**src/rtl/aes_pkg.sv**
```systemverilog
// AES stream packer shared types and constants.
// Block geometry, packer state enum, pad byte helper.
package aes_pkg;

  localparam int AES_BLOCK_BYTES = 16;
  localparam int AES_BLOCK_BITS  = 128;

  typedef enum logic [1:0] {
    ST_FILL,
    ST_PAD,
    ST_ISSUE,
    ST_WAIT
  } pk_state_e;

  // n data bytes held; PKCS#7 pads with 16-n, else zero
  function automatic logic [7:0] pad_byte(
    input logic [3:0] n,
    input logic       pkcs
  );
    logic [4:0] v;
    v = 5'd16 - {1'b0, n};
    pad_byte = pkcs ? {3'b000, v} : 8'h00;
  endfunction

endpackage

```
**src/rtl/aes_stream_packer.sv**
```systemverilog
// Byte stream to 128-bit block packer for aes_combined.
// Define AES_PAD_EN for PKCS#7 padding; default pads with zeros.
module aes_stream_packer
  import aes_pkg::*;
#(
  parameter bit WAIT_DONE = 1'b1
) (
  input  logic                      clk,
  input  logic                      rst_n,
  input  logic [7:0]                in_byte,
  input  logic                      inclk,
  input  logic                      in_last,
  output logic                      in_ready,
  input  logic                      aes_done,
  output logic [AES_BLOCK_BITS-1:0] out,
  output logic                      outclk,
  output logic                      out_last,
  output logic                      busy
);

`ifdef AES_PAD_EN
  localparam logic PKCS = 1'b1;
`else
  localparam logic PKCS = 1'b0;
`endif

  pk_state_e                 state_q;
  pk_state_e                 state_d;
  logic [3:0]                cnt_q;
  logic [AES_BLOCK_BITS-1:0] buf_q;
  logic [AES_BLOCK_BITS-1:0] out_q;
  logic                      last_q;
  logic                      pend_q;
  logic                      accept;
  logic [AES_BLOCK_BITS-1:0] fill_blk;
  logic [AES_BLOCK_BITS-1:0] pad_blk;
  logic [7:0]                pad_v;

  assign in_ready = rst_n && (state_q == ST_FILL);
  assign accept   = inclk && in_ready;
  assign outclk   = (state_q == ST_ISSUE);
  assign out      = out_q;
  assign out_last = last_q;
  assign busy     = !((state_q == ST_FILL) && (cnt_q == 4'd0));
  assign pad_v    = pad_byte(cnt_q, PKCS);

  // Candidate blocks: buffer with new byte, buffer with padding
  always_comb begin
    fill_blk = buf_q;
    pad_blk  = buf_q;
    for (int i = 0; i < AES_BLOCK_BYTES; i++) begin
      if (accept && (cnt_q == 4'(i)))
        fill_blk[AES_BLOCK_BITS-1-8*i -: 8] = in_byte;
      if (4'(i) >= cnt_q)
        pad_blk[AES_BLOCK_BITS-1-8*i -: 8] = pad_v;
    end
  end

  // Next-state decode
  always_comb begin
    state_d = state_q;
    unique case (state_q)
      ST_FILL: begin
        if (accept) begin
          if (cnt_q == 4'd15)
            state_d = ST_ISSUE;
          else if (in_last)
            state_d = ST_PAD;
        end
      end
      ST_PAD: state_d = ST_ISSUE;
      ST_ISSUE: begin
        if (WAIT_DONE)
          state_d = ST_WAIT;
        else if (pend_q)
          state_d = ST_PAD;
        else
          state_d = ST_FILL;
      end
      ST_WAIT: begin
        if (aes_done)
          state_d = pend_q ? ST_PAD : ST_FILL;
      end
      default: state_d = ST_FILL;
    endcase
  end

  // State register
  always_ff @(posedge clk) begin
    if (!rst_n)
      state_q <= ST_FILL;
    else
      state_q <= state_d;
  end

  // Byte buffer, count and issued block registers
  always_ff @(posedge clk) begin
    if (!rst_n) begin
      cnt_q  <= '0;
      buf_q  <= '0;
      out_q  <= '0;
      last_q <= 1'b0;
      pend_q <= 1'b0;
    end else begin
      unique case (state_q)
        ST_FILL: begin
          if (accept) begin
            buf_q <= fill_blk;
            cnt_q <= cnt_q + 4'd1;
            if (cnt_q == 4'd15) begin
              out_q  <= fill_blk;
              last_q <= in_last && !PKCS;
              pend_q <= in_last && PKCS;
            end
          end
        end
        ST_PAD: begin
          out_q  <= pad_blk;
          last_q <= 1'b1;
          pend_q <= 1'b0;
        end
        ST_ISSUE: cnt_q <= '0;
        default: ;
      endcase
    end
  end

endmodule

```
**config.mk**
```make
export PLATFORM = sky130hd
export DESIGN_NAME = aes_stream_packer
export DESIGN_NICKNAME = d
export VERILOG_FILES = /design/src/rtl/aes_pkg.sv /design/src/rtl/aes_stream_packer.sv
export SDC_FILE = /design/constraint.sdc
export NUM_CORES = 1
export LEC_CHECK = 0
export CORE_MARGIN = 8
export CORE_UTILIZATION = 50
export DETAILED_ROUTE_END_ITERATION = 10
export PLACE_DENSITY = 0.76
export SETUP_SLACK_MARGIN = 0.05
export SYNTH_ARGS = -nofsm -noshare
export SYNTH_HDL_FRONTEND = slang
export SYNTH_SLANG_ARGS = --single-unit
```
**constraint.sdc**
```tcl
create_clock -name clk -period 2.18 [get_ports clk]
set_clock_uncertainty 0.15 [all_clocks]
set_input_delay 0.327 -clock clk [delete_from_list [all_inputs] [get_ports clk]]
set_output_delay 0.327 -clock clk [all_outputs]
set_load 0.02 [all_outputs]
```
# After elaboration in Yosys (flattened, before gate mapping)
# Index checks and enable logic that the tools add are counted.
# totals
regBits	264
# op_classes
add_sub_neg	1
order_cmp	16
eq_ne	22
mux	49
reduce_logical	28
# op_table
op	count
$mux W128	2
$mux W8	32
$pmux W128 S2	1
$eq A4 B4 Y1 const B	8
$ge A4 B4 Y1 const A	8
$logic_and A1 B1 Y1	19
$eq A4 B3 Y1 const B	4
$ge A3 B4 Y1 const A	4
$eq A4 B2 Y1 const B	2
$ge A1 B4 Y1 const A	2
$ge A2 B4 Y1 const A	2
$mux W2	4
$pmux W2 S4	1
$pmux W4 S2	1
$reduce_and A3 Y1	2
$mux W1	5
$add A4 B1 Y4 const B	1
$eq A2 B2 Y1 const B	2
$eq A4 B1 Y1 const B	1
$logic_not A4 Y1	1
$mux W4	1
$ne A2 B2 Y1 const B	2
$pmux W1 S2	2
$reduce_and A2 Y1	2
6 further kinds	7

# Longest topological paths before layout
# Gate-level depths: netlist of the first run.
# depth
ltp_word	8
ltp_mapped	10
mapped_depth_nobuf	6

# Worst setup path before layout of the first run
# OpenSTA, ideal clock, no wires.
# synth_timing
kind	flip-flop to flip-flop
from	register cnt_q[1]
to	register out_q[61], in the netlist out[61]
setup_time_ps	74
arrival_time_ps	2018
slack_ps	-62
path_stages_with_launch	10
n_path_buf	3
cell_sequence	dfxtp_1 -> clkbuf_1 -> inv_1 -> ha_1 -> nand4_1 -> buf_2 -> nor2_1 -> buf_2 -> or3b_2 -> a31oi_1
# synth_via
elab_chain_cells	6
# synth_rtl
item	line	rtl
start: declaration	aes_stream_packer.sv:29	logic [3:0] cnt_q;
start signal: assignment	aes_stream_packer.sv:109	cnt_q <= cnt_q + 4'd1;
$eq A4 B4 Y1	aes_stream_packer.sv:52	if (accept && (cnt_q == 4'(i)))
$logic_and A1 B1 Y1	aes_stream_packer.sv:52	
$mux W8	aes_stream_packer.sv:52	
$mux W128	aes_stream_packer.sv:110	if (cnt_q == 4'd15) begin
$mux W128	aes_stream_packer.sv:107	if (accept) begin
$pmux W128 S2	aes_stream_packer.sv:105	unique case (state_q)
end signal: assignment	aes_stream_packer.sv:111	out_q <= fill_blk;
end signal: assignment	aes_stream_packer.sv:118	out_q <= pad_blk;
end: declaration	aes_stream_packer.sv:31	logic [AES_BLOCK_BITS-1:0] out_q;
# Parallel ways exist; a longest one is shown, timed or not. The select of a mux whose other input is x is not followed.
# A chain may end at the register's enable or synchronous reset.

# Worst setup path in the final report of the first run
# layout_timing
from	register state_q[1]
to	output port outclk
# layout_via
elab_chain_cells	1
# layout_rtl
item	line	rtl
start: declaration	aes_stream_packer.sv:27	pk_state_e state_q;
start signal: assignment	aes_stream_packer.sv:93	state_q <= state_d;
$eq A2 B2 Y1	aes_stream_packer.sv:41	assign outclk = (state_q == ST_ISSUE);
end: declaration	aes_stream_packer.sv:16	output logic outclk,
# No other way between the ends.

==> results of run 1 <==
[final cells by class]
cell class                 count  area [um2]  area share (%)
multi-input combinational    975        5780            39.1
sequential                   255        5110            34.5
timing repair buffer         277        2700            18.2
clock buffer                  35         746            5.04
tap                          285         357            2.41
clock inverter                 9        73.8           0.499
inverter                       9        35.0           0.237
[cell families after synthesis]
group,synth area share (%)
compound gates,23.1
fa+ha+maj,0.870
buf+inv,6.19
flops,44.4
mux,5.05
simple gates,20.4
[state kept, by name, summed over array words and instances, names as in the netlist]
signal,count
buf_q,120
cnt_q,4
out,128
out_last,1
state_q,2
[per-layer routing]
| layer | vias up | share of wire [%] | wire [um] |
|---|---|---|---|
| met3 | 110 | 8.0 | 2960 |
| li1 | 5207 | - | - |
| met4 | 0 | 4.1 | 1510 |
| met5 | - | 0 | 0 |
| met1 | 5338 | 41 | 15400 |
| met2 | 506 | 47 | 17300 |
[metrics by stage]
| step | hold WS [ns] | instance area (um2) | utilization [%] | power, mW | setup WS, ns |
|---|---|---|---|---|---|
| global placement | 0.293 | 13900 | 61.4 | 8.68 | -0.181 |
| floorplan | 0.285 | 11500 | - | 7.00 | 0.0582 |
| detailed placement | 0.302 | 13900 | 61.4 | 8.73 | -0.194 |
| global route | 0.0550 | 14800 | 65.4 | 13.6 | 0.0250 |
| CTS | 0.0102 | 14700 | 65.1 | 13.0 | 0.0601 |
| finish | 0.0362 | 14800 | 65.4 | 13.1 | 0.0631 |
[timing repair]
item	4_1_cts	5_1_grt
resized for setup	16	17
buffers inserted	0	1
hold endpoints to repair	0	0
setup endpoints to repair	28	80
pin swaps	0	3
[path summary, 6_finish.rpt]
kind / from / endpoint / depth (start not counted)
setup / recovery: state_q[1] / outclk / 3
hold / removal: rst_n / state_q[1] / 3
setup reg to reg: cnt_q[1] / out[28] / 8
hold reg to reg: buf_q[117] / buf_q[117] / 2
[power by group]
part | total, mW | internal (mW) | switching [mW] | leakage (nW)
combinational | 3.50 | 1.42 | 2.08 | 2.90
sequential | 5.24 | 5.02 | 0.224 | 2.06
clock | 4.34 | 2.50 | 1.84 | 0.412
[cell usage in the layout, fill, tap and decap left out, types with 2 or more instances in the layout]
cell type	instances
nor2b_1	9
inv_2	3
nor2_1	83
clkinv_2	8
buf_6	5
o21ai_0	166
clkdlybuf4s50_1	140
clkbuf_1	4
o21a_1	2
nor3_4	2
clkbuf_8	4
nor3_2	4
ha_2	4
dfxtp_1	254
nand4_4	2
a31oi_2	4
nor2_2	3
nand4_1	4
mux2i_1	58
nand2b_1	8
ha_1	3
nand3_1	11
and2_1	4
and4_1	2
inv_1	5
buf_12	20
a32o_1	8
buf_4	110
a31oi_1	100
nand2_1	175
nand2b_4	4
a21oi_1	180
a22oi_1	8
or3b_2	88
and2b_1	4
clkbuf_16	27
nand3b_1	16
[worst register-to-register path, cell delays in order (launching register included)]
cell	delay, ns
dfxtp_2	0.37
inv_1	0.08
ha_2	0.20
nand4_1	0.14
buf_4	0.16
nor2_2	0.05
buf_12	0.16
or3b_2	0.46
a31oi_1	0.19
==> run_results.csv, run 1 <==
group,metric,value,unit
sta,min_period_over_period,97.1,%
floorplanning,die_h,168,um
grt,antenna_found_initial,0,
synth,yosys.area.top_type,"dfxtp_1",
grt,use_met2,40.4,%
synth,syn_area_per_cell,8.28,um2
place,portBuffers,144,
grt,grt_usage,25.2,%
synth,ys_ff_latch,255,
critical_path,rrSetupSlack,0.12,ns
synth,seq_area_frac_synth,44.4,%
cts,cts.sinks,255,
cts,clk_pin_slew,0.06,ns
pwr,peakVddDrop,540,uV
critical_path,worstPathRequired,1.70,ns
critical_path,critical-path-max-stage-delay,0.34,ns
cts,clk_latency,0.53,ns
synth,synth.distinct_cells,51,
drt,drtPass1Iterations,6,
cts,clock_path_buffers,3,
floorplanning,rows,55,
synth,synth_top_area_share,44.4,%
cells_and_area,layout.nets,1565,
job,maxCapViolations,0,
floorplanning,initial_core_util,50.8,%
critical_path,crit_slowest_cell,"dfxtp_1",
synth,yosysMostFrequentCell,"dfxtp_1",
sta,finalSetupViolCount,0,
critical_path,endpoint_kind,"output pin",
drt,vias,11200,
drt,viasPerCell,6.05,
sta,tns,0,ns
drt,wl_per_cell,20.2,um
synth,synth_nets,1410,
drt,drcViolationCount,0,
drt,finalWirelength,37200,um
min_path,min_path_type,"in2reg",
place,place.detailed.hpwl,23600,um
synth,ys_warn_count,0,
synth,synthTopCellsByArea,"dfxtp_1 (44%), a21oi_1 (7.8%), o21ai_0 (7.2%)",
floorplanning,dieArea,28100,um2
sta,final_max_slew_viol_count,0,
drt,ant_nets,0,
critical_path,critPathTopFamily,"buffers and inverters",
cells_and_area,antenna_cells,0,
grt,grt_pass1_wl,58400,um
sta,max_freq,472,MHz
critical_path,critPathBufInv,2,
place,place_inst,1800,
synth,netlist_area,11500,um2
cells_and_area,drive_gt1_share,19.4,%
cts,root_buffer,"clkbuf_16",
grt,gr-total-overflow,0,
critical_path,crit_type,"reg2out",
synth,synthArstFlopShare,0,%
synth,synthTopCellsByCount,"dfxtp_1 (255), a21oi_1 (180), nand2_1 (175)",
critical_path,crit_arrival,1.64,ns
floorplanning,io_pins,145,
synth,synth_top_flop_cell,"dfxtp_1",
cts,cts_tree,"yes",
floorplanning,core,22600,um2
cts,hold_buffers,0,
pwr,p_per_area,884,nW/um2
status,status,"completed",
sta,fin_crit,2.12,ns
cts,numCtsBuffers,26,
cells_and_area,instances_no_fill,1845,
drt,drt_iter0_drc,1221,
critical_path,start_kind,"flip-flop",
critical_path,path_cells,"buf_4 > ha_2 > clkdlybuf4s15_2",
grt,grt.met3_usage,4.33,%
grt,top_usage_layer,"met2",
grt,grt_pass1_vias,10600,
synth,synth_cells,1389,
sta,worstMarginPinSlew,0.616,ns
pwr,power.leakage,5.37,nW
synth,synth_edf_count,0,
floorplanning,die_width,168,um
place,place.gp.congestion,0.869,
critical_path,crit_fanout,7,
sta,rsz0062_at_grt,"yes",
grt,grt_use_met1,32.8,%
cts,cts_max_level,1,
cells_and_area,area_growth,28.7,%
sta,maxSlewHeadroom,58.9,%
grt,grt_max_degree,66,
cells_and_area,fillers,1825,
sta,hold_viol,0,
No activity file was read; power rests on OpenSTA's default activity.
==> inputs of run 2 (changes only) <==
Settings changed: GPL_TIMING_DRIVEN set to 0.
==> run 2 against run 1 <==
Against the previous run:
- the flow now finishes with violations (negative setup slack)
- sequential power about the same
- first-iteration DRC count increased by 13%
- count of clock-buffer cells in the layout increased by 5
- flip-flop and latch count unchanged
- worst setup slack got worse by 0.093 ns
- maximum frequency decreased by 4.2%
- clock power increased by 4%
- non-clock buffer count increased by 43
- final area increased by 1.7%
- wire length increased by 8.7%
==> run_results.csv, run 2 (same netlist as run 1, synthesis figures left out) <==
group,metric,value,unit
cts,clk_latency,0.54,ns
critical_path,start_kind,"flip-flop",
pwr,power.leakage,5.41,nW
sta,max_freq,453,MHz
cts,clock_path_buffers,3,
floorplanning,die_h,168,um
drt,wl_per_cell,21.4,um
place,place_area,13200,um2
sta,worstMarginPinSlew,0.903,ns
pwr,peakVddDrop,677,uV
cts,numCtsBuffers,27,
critical_path,worstPathRequired,1.70,ns
floorplanning,rows,55,
critical_path,path_cells,"buf_4 > nor2_1 > nand3_4 > buf_6",
drt,drt_iter0_drc,1381,
place,place.gp.congestion,0.910,
cts,hold_buffers,0,
cells_and_area,antenna_cells,0,
place,place.detailed.hpwl,26200,um
cells_and_area,instances_no_fill,1891,
cts,cts_max_level,1,
drt,drtPass1Iterations,6,
grt,antenna_found_initial,0,
cts,clk_pin_slew,0.06,ns
sta,fin_crit,2.21,ns
place,place_inst,1809,
critical_path,endpoint_kind,"output pin",
sta,min_period_over_period,101,%
cells_and_area,stdcell_area,15100,um2
critical_path,crit_type,"reg2out",
drt,finalWirelength,40400,um
critical_path,crit_arrival,1.73,ns
floorplanning,core,22600,um2
cells_and_area,drive_gt1_share,21.0,%
grt,grt_pass1_vias,10900,
critical_path,critical-path-max-stage-delay,0.34,ns
cts,cts_tree,"yes",
status,violations,"negative setup slack",
grt,gr-total-overflow,0,
place,portBuffers,135,
sta,finalSetupViolCount,1,
sta,hold_viol,0,
cts,root_buffer,"clkbuf_16",
sta,rsz0062_at_grt,"yes",
drt,ant_nets,0,
cts,cts.sinks,255,
sta,setup_slack,-0.0299,ns
floorplanning,die_width,168,um
sta,tns,-0.0299,ns
cells_and_area,layout.nets,1609,
grt,grt_pass1_wl,60400,um
cells_and_area,final_common_cell,"dfxtp_1",
status,status,"finished with violations",
cells_and_area,final_util,66.5,%
cells_and_area,most-common-layout-cells,"dfxtp_1 (251), nand2_1 (175), a21oi_1 (173)",
pwr,p_total,13.5,mW
critical_path,crit_fanout,10,
floorplanning,dieArea,28100,um2
critical_path,critPathBufInv,2,
sta,maxSlewHeadroom,39.8,%
floorplanning,initial_core_util,50.8,%
cells_and_area,largest_reg_flops,128,
critical_path,crit_slowest_cell,"dfxtp_1",
floorplanning,io_pins,145,
sta,whs,0.187,ns
drt,vias,11700,
place,place_ws,-1.04,ns
grt,grt_max_degree,14,
min_path,min_path_type,"in2reg",
drt,viasPerCell,6.18,
pwr,p_per_area,896,nW/um2
drt,drcViolationCount,0,
sta,final_max_slew_viol_count,0,
critical_path,critPathTopFamily,"simple AND/OR/NAND/NOR gates",
cells_and_area,area_growth,30.9,%
grt,grt_usage,26.7,%
job,maxCapViolations,0,
cells_and_area,fillers,1774,
run 2: cell count changes in the layout (fill, tap and decap cells not counted), moves of 8 or more:
cell	previous run	this run
buf_12	20	3
buf_1	0	11
clkdlybuf4s50_1	140	132
clkbuf_8	4	13
buf_6	5	22
clkbuf_4	0	19
buf_4	110	59
clkbuf_2	0	16
buf_2	1	9
clkbuf_1	4	42
run 2: path summary, 6_finish.rpt:
check,startpoint,to,slack [ns],cells past startpoint
max,cnt_q[3],busy,-0.03,4
min,in_byte[0],buf_q[112],0.19,3
max reg2reg,state_q[1],out[27],0.04,8
min reg2reg,buf_q[116],buf_q[116],0.31,2
run 2: area by class of cell:
type	instances	area [um2]	area share, %
multi-input combinational	975	5970	39.6
sequential	255	5110	34.0
timing repair buffer	178	1750	11.6
buffer	142	961	6.38
clock buffer	40	805	5.34
tap	285	357	2.37
clock inverter	7	62.6	0.416
inverter	9	41.3	0.274
run 2: power by group:
part | leakage, nW | internal (mW) | switching, mW
combinational | 2.92 | 1.43 | 2.28
clock | 0.430 | 2.65 | 1.88
sequential | 2.06 | 5.02 | 0.236
total | 5.41 | 9.10 | 4.39
run 2: timing repair:
| item | in CTS | in global routing |
|---|---|---|
| endpoints found under the hold margin | 0 | 0 |
| pin swaps | 12 | 20 |
| setup buffers | 21 | 20 |
| cloned | 0 | 2 |
| gates resized for setup | 138 | 135 |
| setup endpoints to repair | 248 | 218 |
run 2: worst min-delay path, stage by stage:
cell and delay (ns):
clkbuf_1 0.27, nand3_1 0.16, a21oi_1 0.06
run 2: per-layer routing:
metal | global-route usage [%] | wire length (um) | up-vias
li1 | - | - | 5318
met1 | 32.9 | 15400 | 5487
met2 | 43.0 | 18500 | 717
met3 | 5.78 | 4330 | 165
met4 | 14.3 | 2280 | 0
met5 | 0 | 0 | -
